==> config.mk <==
export PLATFORM = sky130hd
export DESIGN_NAME = mem_access_unit
export DESIGN_NICKNAME = d
export VERILOG_FILES = /design/src/rtl/mem_access_unit_pkg.sv /design/src/rtl/mem_load_align.sv /design/src/rtl/mem_access_unit.sv
export SDC_FILE = /design/constraint.sdc
export NUM_CORES = 1
export LEC_CHECK = 0
export CAP_MARGIN = 20
export CELL_PAD_IN_SITES_DETAIL_PLACEMENT = 0
export CELL_PAD_IN_SITES_GLOBAL_PLACEMENT = 1
export CORE_MARGIN = 1.5
export CORE_UTILIZATION = 29
export CTS_CLUSTER_DIAMETER = 40
export DETAILED_ROUTE_END_ITERATION = 6
export PLACE_DENSITY = 0.8
export SETUP_SLACK_MARGIN = 0.1
export SYNTH_ARGS = -nofsm -noshare
export SYNTH_HDL_FRONTEND = slang
export SYNTH_HIERARCHICAL = 1
export SYNTH_SLANG_ARGS = --single-unit
==> constraint.sdc <==
create_clock -name clock -period 2.3 [get_ports clock]
set_input_delay 0.46 -clock clock [delete_from_list [all_inputs] [get_ports clock]]
set_output_delay 0.46 -clock clock [all_outputs]
set_load 0.01 [all_outputs]
==> src/rtl/mem_access_unit_pkg.sv <==
// Shared encodings for the load/store unit: access sizes, FSM states and
// byte-lane helpers.
package mem_access_unit_pkg;

  localparam logic [1:0] SZ_BYTE = 2'b00;
  localparam logic [1:0] SZ_HALF = 2'b01;
  localparam logic [1:0] SZ_WORD = 2'b10;

  localparam logic [1:0] StIdle = 2'd0;
  localparam logic [1:0] StReq  = 2'd1;
  localparam logic [1:0] StWait = 2'd2;
  localparam logic [1:0] StDone = 2'd3;

  function automatic logic [3:0] byte_enables(input logic [1:0] size, input logic [1:0] off);
    logic [3:0] be;
    case (size)
      SZ_BYTE: be = 4'b0001 << off;
      SZ_HALF: be = off[1] ? 4'b1100 : 4'b0011;
      default: be = 4'b1111;
    endcase
    return be;
  endfunction

  function automatic logic is_misaligned(input logic [1:0] size, input logic [1:0] off);
    logic mis;
    case (size)
      SZ_BYTE: mis = 1'b0;
      SZ_HALF: mis = off[0];
      default: mis = (off != 2'b00);
    endcase
    return mis;
  endfunction

endpackage

==> src/rtl/mem_load_align.sv <==
// Selects the addressed lane of a read word and sign- or zero-extends it.
module mem_load_align
  import mem_access_unit_pkg::*;
#(
  parameter int DATA_WIDTH = 32
) (
  input  logic [DATA_WIDTH-1:0] rdata_i,
  input  logic [1:0]            offset_i,
  input  logic [1:0]            size_i,
  input  logic                  unsigned_i,
  output logic [DATA_WIDTH-1:0] data_o
);

  logic [7:0]  lane_b;
  logic [15:0] lane_h;

  always_comb begin
    case (offset_i)
      2'd0:    lane_b = rdata_i[7:0];
      2'd1:    lane_b = rdata_i[15:8];
      2'd2:    lane_b = rdata_i[23:16];
      default: lane_b = rdata_i[31:24];
    endcase
    lane_h = offset_i[1] ? rdata_i[31:16] : rdata_i[15:0];

    case (size_i)
      SZ_BYTE: data_o = {{(DATA_WIDTH-8){lane_b[7] & ~unsigned_i}}, lane_b};
      SZ_HALF: data_o = {{(DATA_WIDTH-16){lane_h[15] & ~unsigned_i}}, lane_h};
      default: data_o = rdata_i;
    endcase
  end

endmodule

==> src/rtl/mem_access_unit.sv <==
// Single-outstanding load/store unit between execute and writeback; issues one
// data-memory request per aligned access and reports faults without touching memory.
module mem_access_unit
  import mem_access_unit_pkg::*;
#(
  parameter int CORE       = 0,
  parameter int DATA_WIDTH = 32,
  parameter int ADDR_WIDTH = 32
) (
  input  logic                  clock,
  input  logic                  reset,
  input  logic                  in_valid,
  output logic                  in_ready,
  input  logic                  in_load,
  input  logic                  in_store,
  input  logic [1:0]            in_size,
  input  logic                  in_unsigned,
  input  logic [ADDR_WIDTH-1:0] in_addr,
  input  logic [DATA_WIDTH-1:0] in_store_data,
  input  logic                  in_opWrite,
  input  logic                  in_opSel,
  input  logic [4:0]            in_opReg,
  output logic                  mem_req,
  output logic                  mem_we,
  output logic [ADDR_WIDTH-1:0] mem_addr,
  output logic [3:0]            mem_be,
  output logic [DATA_WIDTH-1:0] mem_wdata,
  input  logic                  mem_gnt,
  input  logic                  mem_rvalid,
  input  logic [DATA_WIDTH-1:0] mem_rdata,
  output logic                  out_valid,
  output logic                  opWrite,
  output logic                  opSel,
  output logic [4:0]            opReg,
  output logic [DATA_WIDTH-1:0] ALU_result,
  output logic [DATA_WIDTH-1:0] memory_data,
  output logic                  misaligned
);

  logic [1:0]            state_q, state_d;
  logic                  store_q, unsigned_q, opwrite_q, opsel_q, mis_q;
  logic [1:0]            size_q;
  logic [4:0]            opreg_q;
  logic [ADDR_WIDTH-1:0] addr_q;
  logic [3:0]            be_q;
  logic [DATA_WIDTH-1:0] wdata_q, alu_q, mdata_q, load_data;
  logic                  accept, in_mis, in_mem_op;
  logic [DATA_WIDTH-1:0] in_wdata;
  logic                  unused_core;

  assign unused_core = ^CORE;

  assign in_ready  = (state_q == StIdle);
  assign accept    = in_valid & in_ready;
  assign in_mem_op = in_load | in_store;
  // Pass-through ops never fault, whatever their size field holds.
  assign in_mis    = in_mem_op & is_misaligned(in_size, in_addr[1:0]);

  always_comb begin
    case (in_size)
      SZ_BYTE: in_wdata = {(DATA_WIDTH/8){in_store_data[7:0]}};
      SZ_HALF: in_wdata = {(DATA_WIDTH/16){in_store_data[15:0]}};
      default: in_wdata = in_store_data;
    endcase
  end

  always_comb begin
    state_d = state_q;
    case (state_q)
      StIdle: if (accept) state_d = (in_mem_op && !in_mis) ? StReq : StDone;
      StReq:  if (mem_gnt) state_d = store_q ? StDone : StWait;
      StWait: if (mem_rvalid) state_d = StDone;
      default: state_d = StIdle;
    endcase
  end

  mem_load_align #(
    .DATA_WIDTH(DATA_WIDTH)
  ) u_load_align (
    .rdata_i   (mem_rdata),
    .offset_i  (addr_q[1:0]),
    .size_i    (size_q),
    .unsigned_i(unsigned_q),
    .data_o    (load_data)
  );

  always_ff @(posedge clock) begin
    if (reset) begin
      state_q    <= StIdle;
      store_q    <= 1'b0;
      unsigned_q <= 1'b0;
      opwrite_q  <= 1'b0;
      opsel_q    <= 1'b0;
      mis_q      <= 1'b0;
      size_q     <= 2'b00;
      opreg_q    <= 5'd0;
      addr_q     <= '0;
      be_q       <= 4'b0000;
      wdata_q    <= '0;
      alu_q      <= '0;
      mdata_q    <= '0;
    end else begin
      state_q <= state_d;
      if (accept) begin
        // A simultaneous load+store is executed as a store.
        store_q    <= in_store;
        unsigned_q <= in_unsigned;
        opwrite_q  <= in_opWrite;
        opsel_q    <= in_opSel;
        mis_q      <= in_mis;
        size_q     <= in_size;
        opreg_q    <= in_opReg;
        addr_q     <= in_addr;
        be_q       <= byte_enables(in_size, in_addr[1:0]);
        wdata_q    <= in_wdata;
        alu_q      <= DATA_WIDTH'(in_addr);
        mdata_q    <= '0;
      end
      if (state_q == StWait && mem_rvalid) begin
        mdata_q <= load_data;
      end
    end
  end

  assign mem_req     = (state_q == StReq);
  assign mem_we      = mem_req & store_q;
  assign mem_addr    = {addr_q[ADDR_WIDTH-1:2], 2'b00};
  assign mem_be      = be_q;
  assign mem_wdata   = wdata_q;
  assign out_valid   = (state_q == StDone);
  assign opWrite     = opwrite_q & out_valid & ~mis_q;
  assign misaligned  = mis_q & out_valid;
  assign opSel       = opsel_q;
  assign opReg       = opreg_q;
  assign ALU_result  = alu_q;
  assign memory_data = mdata_q;

endmodule

==> impl_metrics.ini, run 1 <==
[worst_setup_path]
cp_max_fo = 5
setup.worst_path.end_class = output pin
crit_type = reg -> out
worstSetupStartpointType = flip-flop
arrival_ns = 1.65
cp.required_ns = 1.84

[global_routing]
grt_pass1_wl_mm = 28.76
antenna_found_initial = 0
grt_pass1_vias = 5183
grt_overflow = 0
grt_max_degree = 87
track_usage_pct = 18.52

[clock_network]
cts_tree = built
insertion_delay_ns = 0.41
ctsHoldBuffers = 0
cts-root-buf = clkbuf_16
cts_max_level = 4
numCtsBuffers = 17
clk_path_buf_depth = 2
cts_setup_buffers = 0
cts_sinks = 114
path_clk_slew_ns = 0.05

[detailed_routing]
num_vias = 5433
wl_per_cell_um = 16.40
drt_iter0_markers = 263
wl_mm = 18.45
ant_nets = 0
vias_per_cell = 4.829
drc = 0
drt_pass1_iterations = 5

[placed_design]
dp_cells = 1094
port_buffers = 254
dp_hpwl_mm = 13.03
gp_congestion = 0.7701

[timing]
fin_crit_sh_pct = 91.69
drv_slew = 0
finalHoldViolCount = 0
tns_ns = 0
finalCriticalPeriod_ns = 2.109
finClkSkew_ns = 0.007404
max_slew.worst_pin.slew_ns = 0.7685
fmax_mhz = 474.2
finalSetupViolCount = 0
rsz0062_at_grt = false
timing.slew.headroom_pct = 48.64

[final_layout]
nets = 997
drive_above_1_share_pct = 8.193
instances_no_fill = 1125
antenna_cells = 0
area_delta_synth_final_pct = 56.06
nFillCells = 1874

[synth]
synth_cells = 674
ys_warn_count = 6
syn_area_um2 = 5513
yosys.cell_types.count = 36
ys_ff_latch = 114
ys_seq_area_share_pct = 41.40
syn_area_per_cell_um2 = 8.179

[die]
io_pins = 257
dieWidth_um = 140.9
num_rows = 50
fp.dieH_um = 140.9
start_util_pct = 29.57
core-area_um2 = 18640
die-area_um2 = 19850

[job]
cap_viol_max_count = 0

[hold_path]
hp-class = reg -> reg

[outcome]
status = finished, final reports clean

[pwr]
p_leak_nw = 3.164
finalPower_mw = 8.476
p_per_area_nw_per_um2 = 985.2
ir_worst_vdd_mv = 0.4950
-- cells in the mapped netlist, drive strengths merged --
cell	count	area, um^2
a211oi	13	97.59
a21oi	62	310.3
a22oi	41	307.8
a311oi	8	70.07
a32oi	1	16.27
and2	4	25.03
buf	66	494.2
clkbuf	25	93.84
clkinv	1	3.750
conb	1	3.750
dfxtp	114	2282
ha	5	62.56
inv	5	18.77
mux2	2	22.52
mux2i	31	310.3
nand2	164	615.6
nand2b	3	18.77
nand3b	1	7.510
nor2	58	225.2
nor2b	9	56.30
nor3	2	10.01
o211ai	18	185.2
o21ai	18	90.09
o21ba	1	10.01
o21bai	1	7.510
o221ai	9	78.83
o22a	7	61.31
o41ai	1	8.760
or2	1	6.260
or3	2	12.51
-- worst max-delay path, cell delays in order (launching register included) --
cell,delay [ns]
dfxtp_2,0.37
ha_1,0.20
and2_1,0.15
clkdlybuf4s50_1,0.53
-- cell usage in the layout, fill, tap and decap left out, types with 5 or more instances in the layout --
master and n:
clkdlybuf4s50_1 251, nand2_1 163, dfxtp_1 112, a21oi_1 62, nor2_1 57, a22oi_1 41
mux2i_1 31, o21ai_0 18, buf_4 18, clkbuf_16 17, a211oi_1 13, o211ai_2 10
o221ai_1 9, nor2b_1 9, a311oi_1 8, o211ai_1 8, o22a_1 7, inv_1 5
buf_12 5
-- metal layers --
| layer | vias to the layer above | wire [um] | GRT usage, % |
|---|---|---|---|
| met5 | - | 0 | 0 |
| met4 | 0 | 189 | 5.702 |
| met3 | 13 | 1772 | 6.827 |
| met2 | 238 | 8294 | 29.12 |
| met1 | 2484 | 8195 | 23.63 |
| li1 | 2698 | - | - |
-- final timing paths --
kind         slack [ns]                     endpoint                     from  cells after the start
min reg2reg        0.45        opReg[1]$_SDFFE_PP0P_    opReg[1]$_SDFFE_PP0P_                      2
max reg2reg        0.45  memory_data[4]$_SDFFE_PP0P_  state_q[0]$_SDFFE_PP0P_                      6
max                0.19                   misaligned  state_q[1]$_SDFFE_PP0P_                      3
min                0.45        opReg[1]$_SDFFE_PP0P_    opReg[1]$_SDFFE_PP0P_                      2
-- cells by family (layout without fill, tap and decap cells) --
logic type | Yosys count | after routing | share of synthesized area (%)
AO/OA/AOI/OAI | 180 | 180 | 22.56
adder cells (fa/ha/maj) | 5 | 5 | 1.135
buffers and inverters | 97 | 313 | 11.08
flip-flops | 114 | 114 | 41.40
multiplexers | 33 | 33 | 6.037
other | 1 | 2 | 0.06802
AND/OR/NAND/NOR | 244 | 244 | 17.73
-- repair_timing --
item | 4_1_cts | 5_1_grt
resized for setup | 3 | 2
pin swaps | 0 | 0
endpoints found under the setup margin | 4 | 2
-- metrics by stage --
stage / util (%) / hold slack [ns] / worst slack, ns / area (um^2)
final: 46.15 / 0.4523 / 0.1910 / 8603
after global routing: 46.15 / 0.4685 / 0.1105 / 8603
after CTS: 46.12 / 0.4553 / 0.1123 / 8598
after floorplan: - / 0.4314 / 0.5274 / 5517
after global placement: 42.88 / 0.4419 / 0.1374 / 7994
after detailed placement: 42.88 / 0.4475 / 0.1061 / 7994
-- report_power, final --
group          internal (mW)  switching, mW  leakage, nW
Sequential              2.34          0.244        0.933
Combinational           1.58           1.63         1.94
Clock                   1.77          0.910        0.291
-- state kept, by name (all words and copies together) (netlist names), 2 cells and up --
name,flops
opReg,5
memory_data,32
ALU_result,32
mem_be,4
mem_wdata,32
state_q,2
size_q,2
-- layout make-up --
cell class	count	area [um^2]	area share [%]
clock buffers	21	470.5	5.468
clock inverters	10	132.6	1.542
inverters	6	22.52	0.2618
multi-input cells	464	2631	30.58
flip-flops and latches	114	2285	26.56
well taps	234	292.8	3.403
repair buffers	276	2769	32.18
Note: power is estimated with default switching activity, not from simulation.
==> run 2: changes to the inputs <==
--- a/config.mk
+++ b/config.mk
@@ -9,12 +9,12 @@
 export CELL_PAD_IN_SITES_DETAIL_PLACEMENT = 0
 export CELL_PAD_IN_SITES_GLOBAL_PLACEMENT = 1
 export CORE_MARGIN = 1.5
-export CORE_UTILIZATION = 29
+export CORE_UTILIZATION = 28
 export CTS_CLUSTER_DIAMETER = 40
 export DETAILED_ROUTE_END_ITERATION = 6
+export GPL_ROUTABILITY_DRIVEN = 0
 export PLACE_DENSITY = 0.8
 export SETUP_SLACK_MARGIN = 0.1
 export SYNTH_ARGS = -nofsm -noshare
 export SYNTH_HDL_FRONTEND = slang
-export SYNTH_HIERARCHICAL = 1
 export SYNTH_SLANG_ARGS = --single-unit
==> impl_metrics.ini, run 2 <==
[timing]
rsz0062_at_grt = false
finClkSkew_ns = 0.008427
timing.slew.headroom_pct = 57.64
fin_crit_sh_pct = 91.89
finalHoldViolCount = 0
fmax_mhz = 473.2
finalCriticalPeriod_ns = 2.113
finalSetupViolCount = 0
tns_ns = 0
max_slew.worst_pin.slew_ns = 0.6334
drv_slew = 0

[global_routing]
track_usage_pct = 18.21
antenna_found_initial = 0
grt_pass1_wl_mm = 28.02
grt_overflow = 0
grt_pass1_vias = 5063
grt_max_degree = 96

[detailed_routing]
wl_per_cell_um = 16.22
vias_per_cell = 4.728
met2_length_mm = 8.458
drc = 18
wl_met3_mm = 1.589
wl_mm = 17.81
drt_pass1_iterations = 6
maxUsedRoutingLayer = met4
met1_length_mm = 7.530
num_vias = 5191
drt_iter0_markers = 239
ant_nets = 0

[hold_path]
min_from = memory_data[4]$_SDFFE_PP0P_
min_path_cells = 2
holdPathEnd = memory_data[4]$_SDFFE_PP0P_
hp-class = reg -> reg

[placed_design]
dp_cells = 1066
port_buffers = 254
dp_hpwl_mm = 12.60

[final_layout]
final_cell_mix = clkdlybuf4s50_1, nand2_1, dfxtp_1
antenna_cells = 0
area_delta_synth_final_pct = 62.71
final_common_cell = clkdlybuf4s50_1
drive_above_1_share_pct = 7.595
nets = 973
instances_no_fill = 1098
nFillCells = 1767

[die]
io_pins = 257
dieWidth_um = 139.6
fp.dieH_um = 139.6
num_rows = 49
start_util_pct = 28.79
core-area_um2 = 18150
die-area_um2 = 19490

[pwr]
finalPower_mw = 8.435
p_per_area_nw_per_um2 = 992.4
ir_worst_vdd_mv = 0.5496
p_leak_nw = 3.188

[clock_network]
cts_tree = built
cts_sinks = 114
cts_setup_buffers = 0
cts_max_level = 4
cts-root-buf = clkbuf_16
clk_path_buf_depth = 2
path_clk_slew_ns = 0.06
numCtsBuffers = 17
insertion_delay_ns = 0.42

[worst_setup_path]
cp_max_fo = 6
crit_path_start = state_q[0]$_SDFFE_PP0P_
crit_path_top_delay_cell = clkdlybuf4s50_1
slowest_delay_ns = 0.56
cp.required_ns = 1.84
arrival_ns = 1.65
timing.rr.end = memory_data[21]$_SDFFE_PP0P_
r2r_start = state_q[0]$_SDFFE_PP0P_
crit_type = reg -> out
setup.worst_path.end_class = output pin
r2r_cells = 6
ff2ff_setup_slack_ns = 0.38
crit_chain = inv_1 -> ha_2 -> clkdlybuf4s50_1
worstSetupStartpointType = flip-flop

[outcome]
violations = design-rule violations
status = finished with violations

[synth]
syn_area_um2 = 5224
ys.flop_type = dfxtp_1
ys_async_sr_fraction_pct = 0
synth_cells = 645
syn_area_per_cell_um2 = 8.099
synthTopCellsByArea = dfxtp_1, nand2_1, a21oi_1, buf_4, mux2i_1
synth_edf_count = 0
ys_warn_count = 0
synth_top_area_share_pct = 43.69
ys_seq_area_share_pct = 43.69
ys_ff_latch = 114
ys_top_cells_by_count = nand2_1, dfxtp_1, a21oi_1
yosysTopAreaCell = dfxtp_1
yosysMostFrequentCell = nand2_1
yosys.cell_types.count = 42

[job]
cap_viol_max_count = 0
## run 2: changes by cell type in the layout (fill, tap and decap cells not counted), moves of 8 or more
| cell | previous run | this run |
|---|---|---|
| a21oi_1 | 62 | 79 |
| a221o_1 | 0 | 16 |
| a22oi_1 | 41 | 0 |
| inv_1 | 5 | 14 |
| mux2i_1 | 31 | 23 |
| nor2_1 | 57 | 31 |
| o211ai_2 | 10 | 0 |
| o21ai_0 | 18 | 32 |
| o221ai_1 | 9 | 1 |
## run 2: power by group
part | leakage [nW] | switching (mW) | internal, mW
sequential | 0.933 | 0.242 | 2.34
clock | 0.325 | 0.972 | 2.12
combinational | 1.93 | 1.38 | 1.39
total | 3.19 | 2.59 | 5.84
## run 2: area by class of cell
type | count | area, um^2 | area share (%)
inverters | 14 | 52.55 | 0.6183
well taps | 229 | 286.5 | 3.371
clock inverters | 12 | 227.7 | 2.679
clock buffers | 20 | 466.7 | 5.491
multi-input cells | 435 | 2441 | 28.72
repair buffers | 274 | 2743 | 32.27
flip-flops and latches | 114 | 2282 | 26.85
## run 2: metal layers
layer | track usage, % | vias to the layer above
li1 | - | 2614
met1 | 21.77 | 2370
met2 | 30.27 | 188
met3 | 6.951 | 19
met4 | 5.596 | 0
met5 | 0 | -
## run 2: cell families (layout without fill, tap and decap cells)
group,Yosys count,after routing,synth area share [%]
AO/OA/AOI/OAI,178,178,22.13
adder cells (fa/ha/maj),4,4,0.9581
buffers and inverters,97,320,9.940
flip-flops,114,114,43.69
multiplexers,25,25,4.886
other,1,2,0.07179
AND/OR/NAND/NOR,226,226,18.32
## run 2: stage by stage
stage	setup WS (ns)	hold slack, ns	area, um^2	util, %
detailed placement	0.03571	0.4390	7797	42.97
global placement	0.04041	0.4369	7797	42.97
global route	0.1108	0.4664	8499	46.84
floorplan	0.4933	0.4317	5228	-
finish	0.1866	0.4508	8499	46.84
CTS	0.01683	0.4529	8494	46.81
## run 2: repair_timing
item                       CTS  global route
setup endpoints to repair    4             2
hold endpoints to repair     0             0
pin swaps                    0             0
hold buffers                 0             0
gates resized for setup      4             2
## run 2: worst max-delay path by stage
stage	cells past startpoint	slack (ns)	end
6_report	3	0.19	in_ready
5_1_grt	3	0.11	in_ready
4_1_cts	4	0.02	opWrite
3_5_place_dp	5	0.04	memory_data[25]$_SDFFE_PP0P_
3_3_place_gp	5	0.04	memory_data[31]$_SDFFE_PP0P_
2_1_floorplan	9	0.49	memory_data[11]$_SDFFE_PP0P_
## run 2: critical path: cells and delay by family, from the launching register on
kind | cells | cell delay [ns]
fa+ha+maj | 1 | 0.24
buf+inv | 2 | 0.65
flops | 1 | 0.34
